### config.mk
export PLATFORM = sky130hd
export DESIGN_NAME = line_fill_buffer
export DESIGN_NICKNAME = d
export VERILOG_FILES = /design/src/rtl/line_fill_buffer.sv
export SDC_FILE = /design/constraint.sdc
export NUM_CORES = 1
export LEC_CHECK = 0
export ABC_AREA = 1
export CORE_ASPECT_RATIO = 1.5
export CORE_UTILIZATION = 29
export CTS_BUF_LIST = sky130_fd_sc_hd__clkbuf_2 sky130_fd_sc_hd__clkbuf_4 sky130_fd_sc_hd__clkbuf_8
export CTS_CLUSTER_SIZE = 30
export DETAILED_ROUTE_END_ITERATION = 7
export GPL_TIMING_DRIVEN = 0
export PLACE_DENSITY_LB_ADDON = 0.25
export SETUP_SLACK_MARGIN = 0.1
export SLEW_MARGIN = 10
export SYNTH_ARGS = -nofsm -noshare
export SYNTH_HDL_FRONTEND = slang
export SYNTH_SLANG_ARGS = --single-unit
### constraint.sdc
create_clock -name clk -period 1.4 [get_ports clk]
set_input_delay 0.21 -clock clk [delete_from_list [all_inputs] [get_ports clk]]
set_output_delay 0.21 -clock clk [all_outputs]
set_load 0.01 [all_outputs]
### src/rtl/line_fill_buffer.sv
// line_fill_buffer
// Collects one cache line of SLOT words from the memory/bus response path and
// then hands the complete line to the I-cache refill port. The first beat is
// written to the critical word index and later beats follow it, wrapping from
// slot SLOT-1 back to slot 0. A per-slot valid mask lets the fetch stage read
// any word that has already arrived, before the rest of the line is complete.
// Optional feature macro: LFB_FORWARD_EN. When defined, a beat that is being
// written to the slot selected by rd_idx is forwarded to rd_data in the same
// cycle. When undefined, the early-read path sees registered data only.
module line_fill_buffer #(
    parameter int SLOT   = 8,
    parameter int DATA_W = 32,
    parameter int TAG_W  = 20
) (
    input  logic                          clk,
    input  logic                          rst_n,
    input  logic                          fill_start,
    input  logic [TAG_W-1:0]              fill_tag,
    input  logic [$clog2(SLOT)-1:0]       fill_first,
    input  logic                          wr_valid,
    input  logic [DATA_W-1:0]             wr_data,
    output logic                          wr_ready,
    output logic                          line_valid,
    input  logic                          line_ready,
    output logic [SLOT-1:0][DATA_W-1:0]   line_data,
    output logic [TAG_W-1:0]              line_tag,
    output logic [SLOT-1:0]               slot_valid,
    output logic                          busy,
    input  logic [$clog2(SLOT)-1:0]       rd_idx,
    output logic                          rd_hit,
    output logic [DATA_W-1:0]             rd_data
);

    localparam int IDX_W = $clog2(SLOT);
    localparam logic [IDX_W-1:0] IDX_ONE   = IDX_W'(1'b1);
    localparam logic [IDX_W-1:0] LAST_BEAT = IDX_W'(SLOT - 1);

    typedef enum logic [1:0] {
        ST_IDLE = 2'd0,
        ST_FILL = 2'd1,
        ST_DONE = 2'd2
    } state_t;

    state_t                      state_r;
    logic [IDX_W-1:0]            wr_ptr_r;
    logic [IDX_W-1:0]            beat_cnt_r;
    logic [SLOT-1:0]             slot_valid_r;
    logic [SLOT-1:0][DATA_W-1:0] line_data_r;
    logic [TAG_W-1:0]            line_tag_r;

    logic                        wr_ready_s;
    logic                        line_valid_s;
    logic                        busy_s;
    logic                        rd_hit_s;
    logic [DATA_W-1:0]           rd_data_s;

    // Fill sequencer: start a fill, store beats at the wrapping write pointer, hand off the line.
    always_ff @(posedge clk or negedge rst_n) begin
        if (!rst_n) begin
            state_r      <= ST_IDLE;
            wr_ptr_r     <= {IDX_W{1'b0}};
            beat_cnt_r   <= {IDX_W{1'b0}};
            slot_valid_r <= {SLOT{1'b0}};
            line_data_r  <= {(SLOT*DATA_W){1'b0}};
            line_tag_r   <= {TAG_W{1'b0}};
        end else begin
            case (state_r)
                ST_IDLE: begin
                    if (fill_start) begin
                        line_tag_r   <= fill_tag;
                        wr_ptr_r     <= fill_first;
                        beat_cnt_r   <= {IDX_W{1'b0}};
                        slot_valid_r <= {SLOT{1'b0}};
                        state_r      <= ST_FILL;
                    end else begin
                        state_r      <= ST_IDLE;
                    end
                end
                ST_FILL: begin
                    if (wr_valid) begin
                        line_data_r[wr_ptr_r]  <= wr_data;
                        slot_valid_r[wr_ptr_r] <= 1'b1;
                        // Pointer is exactly IDX_W bits wide, so the add wraps SLOT-1 -> 0.
                        wr_ptr_r               <= wr_ptr_r + IDX_ONE;
                        beat_cnt_r             <= beat_cnt_r + IDX_ONE;
                        if (beat_cnt_r == LAST_BEAT) begin
                            state_r <= ST_DONE;
                        end else begin
                            state_r <= ST_FILL;
                        end
                    end else begin
                        state_r <= ST_FILL;
                    end
                end
                ST_DONE: begin
                    // Data is kept after hand-off; only the arrival mask is cleared.
                    if (line_ready) begin
                        slot_valid_r <= {SLOT{1'b0}};
                        state_r      <= ST_IDLE;
                    end else begin
                        state_r      <= ST_DONE;
                    end
                end
                default: begin
                    state_r <= ST_IDLE;
                end
            endcase
        end
    end

    // Handshake flags decoded directly from the state register.
    always_comb begin
        wr_ready_s   = (state_r == ST_FILL);
        line_valid_s = (state_r == ST_DONE);
        busy_s       = (state_r != ST_IDLE);
    end

`ifdef LFB_FORWARD_EN
    logic fwd_s;

    // Early read with bypass of the beat currently being written into the requested slot.
    always_comb begin
        fwd_s = wr_valid && wr_ready_s && (wr_ptr_r == rd_idx);
        if (fwd_s) begin
            rd_hit_s  = 1'b1;
            rd_data_s = wr_data;
        end else begin
            rd_hit_s  = slot_valid_r[rd_idx] && busy_s;
            rd_data_s = line_data_r[rd_idx];
        end
    end
`else
    // Early read from registered line storage only.
    always_comb begin
        rd_hit_s  = slot_valid_r[rd_idx] && busy_s;
        rd_data_s = line_data_r[rd_idx];
    end
`endif

    assign wr_ready   = wr_ready_s;
    assign line_valid = line_valid_s;
    assign busy       = busy_s;
    assign line_data  = line_data_r;
    assign line_tag   = line_tag_r;
    assign slot_valid = slot_valid_r;
    assign rd_hit     = rd_hit_s;
    assign rd_data    = rd_data_s;

endmodule

==> results of run 1 <==
-- layer usage --
metal	track usage	wire [um]	up-vias
met3	0.0612	5110	210
met1	0.311	26100	7310
met2	0.471	36400	761
met5	0	0	-
li1	-	-	6627
met4	0.146	4330	0
-- cell families after synthesis --
| logic type | synth area share |
|---|---|
| compound gates | 0.179 |
| fa+ha+maj | 0.00280 |
| buf+inv | 0.0827 |
| flops | 0.544 |
| simple gates | 0.191 |
-- synthesized netlist by cell type (3+ instances only) --
cell type | n | area share
o21ai_0 | 152 | 0.057
inv_1 | 180 | 0.050
buf_1 | 5 | 0.0014
dfrtp_1 | 292 | 0.54
clkbuf_1 | 69 | 0.019
nor2_2 | 4 | 0.0019
a21oi_1 | 136 | 0.051
buf_2 | 30 | 0.011
nor2_1 | 102 | 0.029
ha_1 | 3 | 0.0028
nand3_1 | 16 | 0.0060
nor2_4 | 3 | 0.0025
nand2_1 | 535 | 0.15
o21ai_1 | 47 | 0.018
o211ai_1 | 97 | 0.054
-- through the flow --
| step | std cells | setup TNS, ns | total power (uW) | hold slack (ns) |
|---|---|---|---|---|
| after floorplan | 1676 | -1.96 | 24700 | -0.0856 |
| after global placement | 2643 | -3943.13 | 37900 | 0.458 |
| after detailed placement | 2646 | -237.19 | 38300 | 0.102 |
| after CTS | 2800 | -182.98 | 47800 | 0.125 |
| after global routing | 2901 | -145.83 | 55900 | 0.154 |
| final | 2901 | -113.02 | 53200 | 0.143 |
-- critical path: cells and delay by family (launching register included) --
kind                   cells  cell delay, ns
DFF                        1            0.39
and+or+nand+nor            4            0.33
buffers and inverters      2            0.20
AOI/OAI and AO/OA          1            0.10
-- flip-flops by register name, summed over array words and instances, names as in the netlist --
| register | count |
|---|---|
| state_r | 2 |
| beat_cnt_r | 3 |
| line_tag | 20 |
| line_data | 256 |
| slot_valid | 8 |
| wr_ptr_r | 3 |
-- final timing paths --
| path | end | slack (ns) | start | cells past startpoint |
|---|---|---|---|---|
| min in group asynchronous | line_data[222] | 0.72 | rst_n | 6 |
| hold reg to reg | beat_cnt_r[1] | 0.48 | beat_cnt_r[1] | 2 |
| max in group asynchronous | line_data[141] | -0.18 | rst_n | 7 |
| hold / removal | line_tag[2] | 0.14 | fill_tag[2] | 3 |
| setup reg to reg | line_data[176] | -0.42 | state_r[1] | 8 |
| setup / recovery | rd_data[18] | -0.45 | line_data[114] | 7 |
-- power by group through the flow --
stage | Combinational, uW | Sequential [uW] | Clock [uW]
after floorplan | 7480 | 17200 | 0
after global placement | 21700 | 16200 | 0
after detailed placement | 22000 | 16300 | 0
after CTS | 23600 | 16100 | 8140
after global routing | 30200 | 17200 | 8510
final | 28300 | 16800 | 8060
-- area by class of cell --
cell class,instances,share of cell area
clock buffers,77,0.0416
repair buffers,551,0.250
clock inverters,7,0.00150
diodes,2,0.000214
flip-flops and latches,292,0.314
multi-input cells,1099,0.276
inverters,182,0.0296
plain buffers,103,0.0561
well taps,588,0.0315
-- repair_timing --
| action | CTS | global route |
|---|---|---|
| hold endpoints to repair | 106 | 106 |
| pin swaps | 47 | 60 |
| resized for setup | 490 | 1157 |
| cloned | 5 | 34 |
| hold buffers | 5 | 1 |
| endpoints found under the setup margin | 612 | 798 |
| buffers inserted | 60 | 78 |
==> results by stage, run 1 <==
Route:
- The final routed DRC violation total is 0.
- The first detailed-routing pass took 7 iterations.
- The initial DRC count is 1198.
- Once detail routing completed, the nets flagged for antenna violations numbered 0.
- The routed design has 71.9 mm of wire.
- The via total after detailed routing is 14900.
- Dividing the detail-routed wire length by the instance count gives 24.8 um.
- The vias per cell is 5.14.

Global route:
- Entering global routing, the biggest net connects 103 pins.
- After global routing the overflow that remains totals 0.
- The number of global-route vias before repair is 14100.
- The number of antenna violations at the first check in global routing is 2.
- The global-route wire length before repair is 92.9 mm.
- The global-route usage over all layers is 0.273.

Job:
- Across the run, the number of max-cap violations was 0.

STA:
- The transition time at the pin with the least slew margin is 0.713 ns.
- The final number of hold-violating endpoints is 0.
- The final number of max-transition violations is 0.
- Headroom to the max-slew limit came out at 0.525.
- Setup violations remaining at the end of the flow were counted as 565.
- Counting I/O delays and the setup requirement, the final critical path takes 1.85 ns.
- The fraction of the cycle the final worst path needs is 1.32.
- The clock arrives with 0.0412 ns of skew.
- The upper clock frequency limit is 542 MHz.
- The final critical-path setup slack is -0.446 ns.
- Setup repair after global routing could not meet its margin everywhere.

Status:
- The checks that failed: setup timing.
- The flow ran to the end, but the final reports show violations.

Worst setup path:
- The startpoint type of the worst setup path is a flop.
- The cell with the biggest individual delay on the critical path is dfrtp_1.
- The worst endpoint required time is 1.19 ns.
- Among the stages of the critical path, the cell type that occurs most often is nand2_1.
- The maximum cell stage delay along the critical path is 0.39 ns.
- Traced cell by cell, the critical path runs through inv_1, nand2_1, o211ai_1, nand2_1, nand2_1, nand2_2, buf_6.
- For the worst setup path, the data arrival time is 1.64 ns.
- The critical path is of the reg -> out type.
- Along the worst path, the maximum fanout reaches 2.
- The endpoint kind of the worst setup timing path is an output port.

Floorplan:
- The area of the die is 47200 um2.
- After floorplanning, the core was divided into 96 placement rows.
- From left edge to right edge, the die measures 178 um.
- For this configuration, the core starts out at a cell density of 0.293.
- The core region is 45800 um2.
- The number of primary I/O pins is 383.
- The overall die height is 266 um.

Yosys:
- The synthesized net count is 1742.
- The number of cells produced by synthesis is 1676.
- The flip-flop and latch count after synthesis is 292.
- In this run, synthesis inferred 0 flip-flops with an integrated enable.
- The most used flip-flop cell after synthesis is dfrtp_1.
- The mean cell area of the mapped netlist is 8.01 um2.
- The count of unique library cells instantiated by Yosys is 20.
- For this run, asynchronously set or reset flops after synthesis account for 1.00.
- The share of the Yosys chip area taken by registers is 0.544.
- After synthesis the cells add up to 13400 um2.
- Yosys printed 0 warnings.

Clock network:
- Clock tree synthesis found a total of 292 sinks.
- The level count of the clock H-tree is 2.
- The clock edge transition at the registers on the reported setup and hold paths is 0.06 ns.
- The clock root buffer master is clkbuf_8.
- The clock latency of the later-clocked register in the worst-skew pair is 0.62 ns.
- TritonCTS built the clock tree.
- In this run, CTS created clock tree buffers numbering 48.
- The number of buffers between clock root and the deepest sink is 3.

Place:
- During placement, the flow inserted port buffers numbering 379.
- The congestion estimate from routability-driven global placement came to 0.859.
- The detailed placement HPWL is 45.9 mm.
- Before CTS, the worst setup slack after placement is -1.19 ns.
- After detailed placement, the total cell area comes to 18300 um2.

Power and ir drop:
- The maximum vdd drop is 0.945 mV.
- The portion of total power attributed to sequential cells is 0.316.
- The clock network power share is 0.152.
- The leakage dissipation is 0.0117 uW.
- For this design the total switching power over the nets is 22000 uW.
- The share of total power consumed by net switching is 0.413.
- The combinational group share of total power is 0.532.
- The power per cell area is 2280 nW/um2.
- The cell-internal power is 31200 uW.

Finish:
- The fill cell total of the finished layout is 4218.
- The leading cell type in the layout, fill and taps excluded is nand2_1.
- Once layout is complete, the utilization of the core stands at 0.510.
- Of the cells placed in the final design, the portion with a size suffix greater than 1 is 0.413.
- The cell area after layout is 23300 um2.
- In the layout the commonest cells are nand2_1, dfrtp_1, buf_6.
- The multi-input combinational cells in the finished layout cover a total of 6430 um2.
- The synthesis-to-finish area growth is 73.9%.
- The sequential cells in the finished layout cover a total of 7320 um2.
- The net count of the finished layout is 2343.

Worst hold path:
- In this run the worst hold path is classified as in -> reg.
(Power assumes the default switching activity.)
==> inputs of run 2 (changes only) <==
--- a/config.mk
+++ b/config.mk
@@ -18,3 +18,4 @@
 export SYNTH_ARGS = -nofsm -noshare
 export SYNTH_HDL_FRONTEND = slang
 export SYNTH_SLANG_ARGS = --single-unit
+export TNS_END_PERCENT = 50
==> run 2 against run 1 <==
  * The flow still finishes with violations (setup timing)
  * Clock power is 8.3% higher
  * Via count grew 0.85%
  * Utilization rose by 0.098 points
  * Highest routed layer unchanged
  * Setup slack got worse by 0.0044 ns
  * First-iteration DRC count decreased by 14%
  * Critical path depth decreased by 2
  * Critical endpoint is now rd_data[0]
  * Design area rose by 0.19%
  * Critical path type unchanged
  * Sequential power hardly changed
  * Routed wire length is 0.58% lower
  * Global-route usage is 1.1 points higher
  * Non-clock buffer count down 2
  * Maximum frequency shrank 0.24%
==> results by stage, run 2 (same netlist as run 1, synthesis figures left out) <==
Status:
- The run finished, with violations left.
- The checks that failed: setup timing.

Place:
- The detailed placement HPWL is 45.5 mm (-0.80%).
- The post-placement cell area was 18100 um2 (-0.92%).
- The final weighted congestion in routability-driven placement came to 0.869 (+1.2%).
- The number of buffers inserted by port buffering is 379 (unchanged).
- The worst slack at placement is -1.33 ns (-0.142 ns).

Clock network:
- The level count of the clock H-tree is 2 (unchanged).
- The number of buffers between clock root and the deepest sink was 3 (unchanged).
- The TritonCTS sink count was 292 (unchanged).
- The clock latency of the later-clocked register in the worst-skew pair was 0.62 ns (about the same).
- The clock buffer count from CTS came to 49 (+2.1%).
- The clock edge transition at the registers on the reported setup and hold paths came to 0.07 ns (about the same).
- TritonCTS built the clock tree.
- The clock root buffer master is clkbuf_8.

Route:
- The detail-routed net length per standard cell was 24.6 um (-0.58%).
- The total wire length after detailed routing is 71.5 mm (-0.58%).
- The final routed DRC violation total is 0 (unchanged).
- The vias per cell came to 5.18 (+0.85%).
- The number of detailed-route iterations in the first pass is 5 (-2).
- The via total after detailed routing was 15000 (+0.85%).
- The remaining antenna violation count is 0 (unchanged).
- The initial DRC count is 1025 (-14%).

Power and ir drop:
- The overall power after layout is 53600 uW (+0.91%).
- The portion of total power attributed to sequential cells is 0.313 (-0.003).
- The maximum vdd drop is 0.942 mV (-0.28%).
- The clock network power share is 0.163 (+0.011).
- The cell-internal power is 31600 uW (+1.4%).
- The power per cell area is 2290 nW/um2 (+0.72%).
- The switching power of the nets is 22000 uW (+0.22%).
- The share of total power consumed by net switching is 0.410 (-0.00283).
- The leakage dissipation is 0.0117 uW (+0.69%).
- The combinational group share of total power is 0.524 (-0.008).

Finish:
- The leading cell type in the layout, fill and taps excluded is nand2_1.
- The final layout net count came to 2341 (-0.085%).
- The share of the core filled with cells in the final layout is 0.511 (+0.000984).
- In the layout the commonest cells are nand2_1, dfrtp_1, buf_6.
- The number of flip-flops in the largest register came to 256 (unchanged).
- The cell area after layout is 23400 um2 (+0.19%).
- The fill cell total of the finished layout is 4255 (+0.88%).
- The synthesis-to-finish area growth is 74.2%.
- The proportion of layout cells with a drive suffix above 1 is 0.410 (-0.00303).

Global route:
- The global-route wire length before repair is 96.4 mm (+3.8%).
- The remaining global-route overflow is 0 (unchanged).
- The global-route usage over all layers came to 0.284 (+0.0110).
- The number of global-route vias before repair is 14700 (+3.8%).
- The largest net degree at the start of global routing is 112 (+8.7%).
- The number of antenna violations at the first check in global routing is 2 (unchanged).

Floorplan:
- The effective utilization at floorplan is 0.293 (unchanged).
- The floorplan row count is 96 (unchanged).
- The overall die height came to 266 um (unchanged).
- The width of the die is 178 um (unchanged).
- The number of primary I/O pins is 383 (unchanged).
- The area of the die is 47200 um2 (unchanged).
- The area of the core is 45800 um2 (unchanged).

STA:
- Setup repair after global routing could not meet its margin everywhere.
- The transition time at the pin with the least slew margin is 0.787 ns (+0.0741 ns).
- The worst hold slack is 0.135 ns (-0.00747 ns).
- The number of setup violations in the final report was 478 (-15%).
- The upper clock frequency limit is 540 MHz (-0.24%).
- The final number of max-transition violations came to 0 (unchanged).
- The fraction of the cycle the final worst path needs was 1.32 (+0.00315).
- The clock tree skew after final layout is 0.0347 ns (-0.00657 ns).
- The final critical-path setup slack is -0.450 ns (-0.00441 ns).
- The relative max-transition margin was 0.475 (-0.0494).
- The post-route minimum period was 1.85 ns (+0.00441 ns).
- The final number of hold-violating endpoints is 0 (unchanged).

Worst setup path:
- The data arrival time of the critical path came to 1.64 ns (about the same).
- The startpoint type of the worst setup path is a flop.
- The critical path is of the reg -> out type.
- The worst endpoint required time came to 1.19 ns (about the same).
- The peak fanout along the critical path is 3 (+1).
- The worst setup path is captured at an output port.

Worst hold path:
- In this run the worst hold path is classified as in -> reg.

Job:
- The count of maximum capacitance violations came to 0 (unchanged).
[run 2: cell count changes in the layout (fill, tap and decap cells not counted), moves of 7 or more]
| cell | change |
|---|---|
| nand2_2 | -19 |
| o21ai_1 | -11 |
| buf_16 | +8 |
| buf_2 | +16 |
| clkbuf_8 | +9 |
| a21oi_1 | -14 |
| a21oi_2 | +12 |
| clkbuf_2 | -13 |
| nand2_1 | +21 |
| o21ai_2 | -13 |
| clkbuf_16 | -8 |
| nor2_1 | -7 |
| o21ai_0 | +24 |
[run 2: layer usage]
metal | track usage | part of all wire | wire (um)
met5 | 0 | 0 | 0
met4 | 0.182 | 0.073 | 5240
met3 | 0.0547 | 0.077 | 5530
met2 | 0.483 | 0.49 | 35100
met1 | 0.323 | 0.36 | 25600
[run 2: timing repair]
action,4_1_cts,5_1_grt
endpoints found under the setup margin,611,800
gates cloned,18,18
resized for setup,611,1093
hold buffers,5,1
setup buffers,80,63
hold endpoints to repair,104,104
pin swaps,57,82
[run 2: critical path, cell delays in order, from the launching register on]
cell      delay [ns]
dfrtp_1         0.44
o211ai_1        0.20
nand2_1         0.08
nand2_1         0.06
nand2_1         0.08
buf_2           0.15
[run 2: area by class of cell]
| class | instances | area [um2] | area share |
|---|---|---|---|
| plain buffers | 101 | 1290 | 0.0551 |
| diodes | 2 | 5.00 | 0.000214 |
| clock inverters | 9 | 100 | 0.00428 |
| flip-flops and latches | 292 | 7330 | 0.313 |
| multi-input cells | 1098 | 6400 | 0.274 |
| well taps | 588 | 736 | 0.0314 |
| repair buffers | 551 | 5830 | 0.249 |
| inverters | 182 | 687 | 0.0294 |
| clock buffers | 78 | 1020 | 0.0435 |
[run 2: worst paths after layout]
| path | from | to | slack (ns) | depth (start not counted) |
|---|---|---|---|---|
| worst min register to register | line_tag[16] | line_tag[16] | 0.48 | 2 |
| worst max register to register | state_r[0] | line_data[87] | -0.29 | 11 |
| worst max-delay path | line_data[192] | rd_data[0] | -0.45 | 5 |
| max in group asynchronous | rst_n | line_data[176] | 0.19 | 7 |
| worst min-delay path | fill_tag[1] | line_tag[1] | 0.14 | 3 |
| min in group asynchronous | rst_n | line_data[35] | 0.39 | 6 |
[run 2: stage by stage]
stage / instances / setup TNS (ns)
floorplan: 1676 / -4.38
global placement: 2643 / -4005.60
detailed placement: 2646 / -283.29
CTS: 2836 / -198.03
global route: 2901 / -99.24
finish: 2901 / -69.90
[run 2: power groups by stage]
stage | sequential [uW] | combinational (uW) | clock (uW)
after floorplan | 17200 | 7230 | 0
after global placement | 16300 | 21400 | 0
after detailed placement | 16300 | 21700 | 0
after CTS | 16100 | 25100 | 8840
after global routing | 17200 | 29900 | 9180
final | 16800 | 28100 | 8730
==> inputs of run 3 (changes only) <==
--- a/config.mk
+++ b/config.mk
@@ -6,6 +6,7 @@
 export NUM_CORES = 1
 export LEC_CHECK = 0
 export ABC_AREA = 1
+export CAP_MARGIN = 0
 export CORE_ASPECT_RATIO = 1.5
 export CORE_UTILIZATION = 29
 export CTS_BUF_LIST = sky130_fd_sc_hd__clkbuf_2 sky130_fd_sc_hd__clkbuf_4 sky130_fd_sc_hd__clkbuf_8
==> results of run 3 <==
Final layout, timing and power as in run 2 (identical DEF).
